==> config.mk <==
export PLATFORM = sky130hd
export DESIGN_NAME = twos_to_signmag
export DESIGN_NICKNAME = d
export VERILOG_FILES = /design/src/rtl/twos_pkg.sv /design/src/rtl/twos_serial_bit.sv /design/src/rtl/twos_to_signmag.sv
export SDC_FILE = /design/constraint.sdc
export NUM_CORES = 1
export LEC_CHECK = 0
export CORE_AREA = 2 2 40 42
export CTS_BUF_LIST = sky130_fd_sc_hd__clkbuf_8
export DETAILED_ROUTE_END_ITERATION = 8
export DIE_AREA = 0 0 42 44
export GPL_TIMING_DRIVEN = 0
export PLACE_DENSITY = 0.81
export REMOVE_ABC_BUFFERS = 1
export SYNTH_ARGS = -nofsm -noshare
export SYNTH_HDL_FRONTEND = slang
export SYNTH_SLANG_ARGS = --single-unit
==> constraint.sdc <==
create_clock -name clk -period 2.18 [get_ports clk]
set_input_delay 0.654 -clock clk [delete_from_list [all_inputs] [get_ports clk]]
set_output_delay 0.654 -clock clk [all_outputs]
set_load 0.02 [all_outputs]
==> src/rtl/twos_pkg.sv <==
// Shared types and constants for the two's-complement to sign-magnitude decoder.
// Holds the FSM state encoding, the default width and the bit-counter sizing helper.
package twos_pkg;

   typedef enum logic [1:0] {
      IDLE,
      SHIFT,
      DONE
   } state_t;

   localparam int TWOS_W = 4;

   // Bits needed to count from 0 up to width inclusive
   function automatic int cnt_w(input int width);
      return $clog2(width + 1);
   endfunction

endpackage

==> src/rtl/twos_serial_bit.sv <==
// One serial step of the "copy through first 1, then invert" negation rule.
// Keeps the seen_one history and emits the magnitude bit for the current input bit.
module twos_serial_bit
   import twos_pkg::*;
(
   input  logic clk,
   input  logic rst,
   input  logic en,
   input  logic clear,
   input  logic b,
   input  logic sign,
   output logic obit
);

   logic seen_one;

   // Remember whether a 1 has already passed through in this word
   always_ff @(posedge clk or posedge rst) begin
      if (rst) begin
         seen_one <= 1'b0;
      end else if (clear) begin
         seen_one <= 1'b0;
      end else if (en) begin
         seen_one <= seen_one | b;
      end
   end

   // Positive words pass unchanged; negative words invert after the first 1
   always_comb begin
      obit = b;
      if (sign && seen_one) begin
         obit = ~b;
      end
   end

endmodule

==> src/rtl/twos_to_signmag.sv <==
// Bit-serial two's-complement to sign-magnitude decoder with valid/ready on both sides.
// Optional macro TWOS_TO_SIGNMAG_FASTPOS_EN lets positive words bypass the serial pass.
module twos_to_signmag
   import twos_pkg::*;
#(
   parameter int WIDTH = TWOS_W
)
(
   input  logic             clk,
   input  logic             rst,
   input  logic             in_valid,
   output logic             in_ready,
   input  logic [WIDTH-1:0] x,
   output logic             out_valid,
   input  logic             out_ready,
   output logic             sign,
   output logic [WIDTH-1:0] mag
);

   localparam int CW = cnt_w(WIDTH);

   state_t           state;
   state_t           state_nxt;
   logic [WIDTH-1:0] sreg;
   logic [CW-1:0]    cnt;
   logic             accept;
   logic             shift_en;
   logic             fast_load;
   logic             last_bit;
   logic             obit;

   assign in_ready = (state == IDLE) & ~rst;
   assign last_bit = (cnt == CW'(WIDTH - 1));

   twos_serial_bit u_bit (
      .clk   (clk),
      .rst   (rst),
      .en    (shift_en),
      .clear (accept),
      .b     (sreg[0]),
      .sign  (sign),
      .obit  (obit)
   );

   // State register
   always_ff @(posedge clk or posedge rst) begin
      if (rst) begin
         state <= IDLE;
      end else begin
         state <= state_nxt;
      end
   end

   // Next-state and datapath strobes
   always_comb begin
      state_nxt = state;
      accept    = 1'b0;
      shift_en  = 1'b0;
      fast_load = 1'b0;
      unique case (state)
         IDLE: begin
            if (in_valid) begin
               accept    = 1'b1;
               state_nxt = SHIFT;
            end
         end
         SHIFT: begin
`ifdef TWOS_TO_SIGNMAG_FASTPOS_EN
            if (!sign) begin
               fast_load = 1'b1;
               state_nxt = DONE;
            end else begin
               shift_en = 1'b1;
               if (last_bit) begin
                  state_nxt = DONE;
               end
            end
`else
            shift_en = 1'b1;
            if (last_bit) begin
               state_nxt = DONE;
            end
`endif
         end
         DONE: begin
            if (out_ready) begin
               state_nxt = IDLE;
            end
         end
         default: begin
            state_nxt = IDLE;
         end
      endcase
   end

   // Capture, serial shift and result registers
   always_ff @(posedge clk or posedge rst) begin
      if (rst) begin
         sreg      <= '0;
         cnt       <= '0;
         sign      <= 1'b0;
         mag       <= '0;
         out_valid <= 1'b0;
      end else begin
         out_valid <= (state_nxt == DONE);
         if (accept) begin
            sreg <= x;
            cnt  <= '0;
            sign <= x[WIDTH-1];
            mag  <= '0;
         end
         if (shift_en) begin
            sreg <= {1'b0, sreg[WIDTH-1:1]};
            cnt  <= cnt + CW'(1);
            mag  <= {obit, mag[WIDTH-1:1]};
         end
         if (fast_load) begin
            mag <= sreg;
         end
      end
   end

endmodule

# Yosys cells after proc, flatten, opt, wreduce, memory -nomap -nowiden
# Cells that the tools add are included.
# totals
regBits,16
word_cells,35
inputBits,8
# op_classes
n_eq_ne,4
muxes,16
bitwise,4
n_reduce_logical,3
addsub,1
# ops
op,n
$mux 4,4
$mux 1,6
$mux 2,3
$mux 3,2
$pmux 2 s3,1
$eq 2x2->1 const B,2
$add 3x1->3 const B,1
$eq 3x2->1 const B,1
$eq 2x1->1 const B,1
$logic_not 2->1,1
$not 1->1,2
$reduce_bool 2->1,1
$and 1x1->1,1
$logic_and 1x1->1,1
$or 1x1->1,1

# Depth between registers and ports, before layout
# logic_depth
ltp_word,4
ltp_mapped,4

# By module
# From an unflattened synthesis, not the netlist that was laid out.
# hier_totals
hier_cells,64
hier_area_um2,695.7
# modules_own_cells
module,area_each_um2,cells_per_inst,n_inst
twos_to_signmag,645.6,58,1
twos_serial_bit,50.0,6,1

# Least setup slack after synthesis
# Ideal clock, no wire load.
# synth_path
path_type,input-to-output
from,in rst
to,out in_ready
stages,1
arrival_ns,1.109
slack_ns,0.417
path_buffers,0
required_time_ns,1.526
path_cell_list,nor3_1
# synth_via
elab_chain_cells,2
# synth_lines
element,line,source
"start, declared",twos_to_signmag.sv:10,"input logic rst,"
$not 1->1,twos_to_signmag.sv:32,assign in_ready = (state == IDLE) & ~rst;
$and 1x1->1,twos_to_signmag.sv:32,
"end, declared",twos_to_signmag.sv:12,"output logic in_ready,"
# Every way passes these cells.

# Final worst setup path
# Same ends and word-level chain as after synthesis.

==> results.yml <==
pwr:
  powerDensity_mw_per_mm2: 1539
  leakage_nw: 0.4157
  ir_worst_vdd_mv: 0.9599
finish:
  diodes: 0
  final_cell_mix: "dfrtp_1 (16), clkdlybuf4s50_1 (13)"
  final_cell_area_um2: 919.6
  fillers: 112
  finalNetCount: 88
  fin_util_pct: 64.81
  seq_area_um2: 400.4
  syn2layout_area_growth_pct: 25.64
  multi_input_area_um2: 286.5
  drive_gt1_share_pct: 19.48
  layout_commonest_cell: "dfrtp_1"
placement:
  port_buffers: 14
  placed_cell_area_um2: 869.6
  dp_slack_ns: -0.3026
  gp_congestion: 0.7858
  dpl.hpwl_um: 994.5
setup_path:
  critPathKind: "primary input to primary output"
  worst_setup_path_end_kind: "primary output"
  cp_max_fo: 2
  start_kind: "primary input"
  worst_ep_arrival_time_ns: 1.43
  cp.required_ns: 1.53
floorplanning:
  top_level_ports: 15
  initial_core_util_pct: 51.59
  die_y_um: 44
  core_region_area_mm2: 0.001419
  fp.dieW_um: 42
  rows: 14
  dieArea_mm2: 0.001848
grt:
  grt_max_degree: 17
  grt-ovfl-total: 0
  grt_first_pass_wirelength_um: 2235
  grt_usage_pct: 17.11
  first_global_vias: 506
  antenna_found_initial: 0
sta:
  fin_skew_ns: 0.002185
  setup_violations: 0
  period_share_pct: 95.77
  slew_viol_final: 0
  hold_violations: 0
  relSlewSlack_pct: 61.65
  rsz0062_at_grt: "false"
  worst_slew_pin_slew_ns: 0.5746
  hold_slack_ns: 0.4998
  period_needed_ns: 2.088
  tns_ns: 0
  fmax_ghz: 0.4790
  fin_ws_ns: 0.09217
clock_network:
  cts_made_buffers: 3
  clk_latency_ns: 0.25
  cts_tree: "built"
  cts_buffer_depth: 2
  clock-root-buffer: "clkbuf_8"
  cts_max_level: 1
  cts_sinks: 16
  cts.clk_slew.worst_paths_ns: 0.06
detailed_routing:
  antenna_left: 0
  wl_per_cell_um: 14.03
  routed_via_density: 5.559
  wl_um: 1305
  first_pass_iters: 4
  drtIter0Drc: 8
  vias: 517
  drc_errors: 0
yosys:
  synth_area_leaders: "dfrtp_1 (55%), a22o_1 (4.8%), ha_1 (3.4%)"
  synthSimpleGateAreaFrac_pct: 8.889
  synth_compound_area_share_pct: 23.59
  synth_top_family_by_area: "compound AO/OA/AOI/OAI gates"
  synth_fa_ha_area_share_pct: 3.419
  synth_area_um2: 732.0
  ys_types: 23
  yosysTopAreaCell: "dfrtp_1"
  synth_seq_cells: 16
  syn-instance-count: 61
  yosys_warnings: 0
  synth_top_area_share_pct: 54.70
  synth.yosys.seq_area_share_pct: 54.70
  synth_area_per_cell_um2: 12.00
  muxShareOfSynthArea_pct: 2.051
  synth-xor-area-share_pct: 1.197
run:
  drv_cap: 0
min_path:
  hold_class: "flop to flop"
outcome:
  run_status: "finished, final reports clean"
[critical path, cell delays in order]
cell	delay, ns
clkdlybuf4s50_1	0.44
nor3_1	0.15
buf_2	0.19
[what timing repair did]
action                                  in CTS  in global routing
hold buffers                                 0                  0
setup buffers                                0                  0
hold endpoints to repair                     0                  0
gates resized for setup                      5                  0
endpoints found under the setup margin       1                  0
[synth_stat cells]
cell and n:
dfrtp_1 16, a22o_1 4, inv_1 4, nand2_1 4
o21ai_0 4, o22ai_1 4, a21oi_1 2, a22o_2 2
a2bb2oi_1 2, buf_6 2, ha_1 2, inv_2 2
nand2b_1 2, nor2_4 2, a21oi_2 1, a22oi_1 1
a32o_1 1, mux2_4 1, nand2_2 1, nor2_1 1
nor3_1 1, o21bai_4 1, xor2_1 1
[where the power goes]
part	internal (W)	switching (W)	total [W]	leakage [nW]
Sequential	0.000430	0.000127	0.000556	0.199
Combinational	0.000305	0.000292	0.000597	0.188
Clock	0.000160	0.000102	0.000263	0.0288
Total	0.000895	0.000521	0.00142	0.416
[metal layers]
metal,share of wire [%],wire (µm),vias up,track usage (%)
met5,0,0,-,0
met4,2.1,27,0,9.677
met3,3.9,51,3,3.750
met2,53,691,11,30.63
met1,41,534,251,18.85
li1,-,-,252,-
[layout make-up]
| cell class | count | area share [%] |
|---|---|---|
| multi-input cells | 37 | 31.16 |
| flip-flops and latches | 16 | 43.54 |
| clock buffers | 4 | 5.986 |
| repair buffers | 14 | 14.69 |
| well taps | 16 | 2.177 |
| inverters | 6 | 2.449 |
[registers in the layout, summed over array words and instances (netlist names)]
name,cells
sreg,4
state,2
cnt,3
out_valid,1
sign,1
u_bit.seen_one,1
mag,4
[worst paths after layout]
path | depth (start not counted) | end | from | slack (ns)
worst max-delay path | 3 | in_ready | rst | 0.09
worst min-delay path | 1 | cnt[0] | cnt[0] | 0.50
worst max register to register | 4 | state[0] | cnt[0] | 0.97
worst min register to register | 1 | cnt[0] | cnt[0] | 0.50
max in group asynchronous | 2 | mag[0] | rst | 0.98
min in group asynchronous | 2 | sreg[1] | rst | 0.82
[kinds of logic after synthesis]
| group | count (synthesis) |
|---|---|
| xor gates and xnor gates | 1 |
| buffers and inverters | 8 |
| DFF | 16 |
| adders and majority gates | 2 |
| AOI/OAI and AO/OA | 22 |
| muxes | 1 |
| and+or+nand+nor | 11 |
[per-stage QoR]
step | std cells | power, W
floorplan | 59 | 0.0009570
global placement | 89 | 0.001149
detailed placement | 89 | 0.001173
CTS | 93 | 0.001430
global route | 93 | 0.001506
finish | 93 | 0.001415
Power figures use the tool's default switching activity.
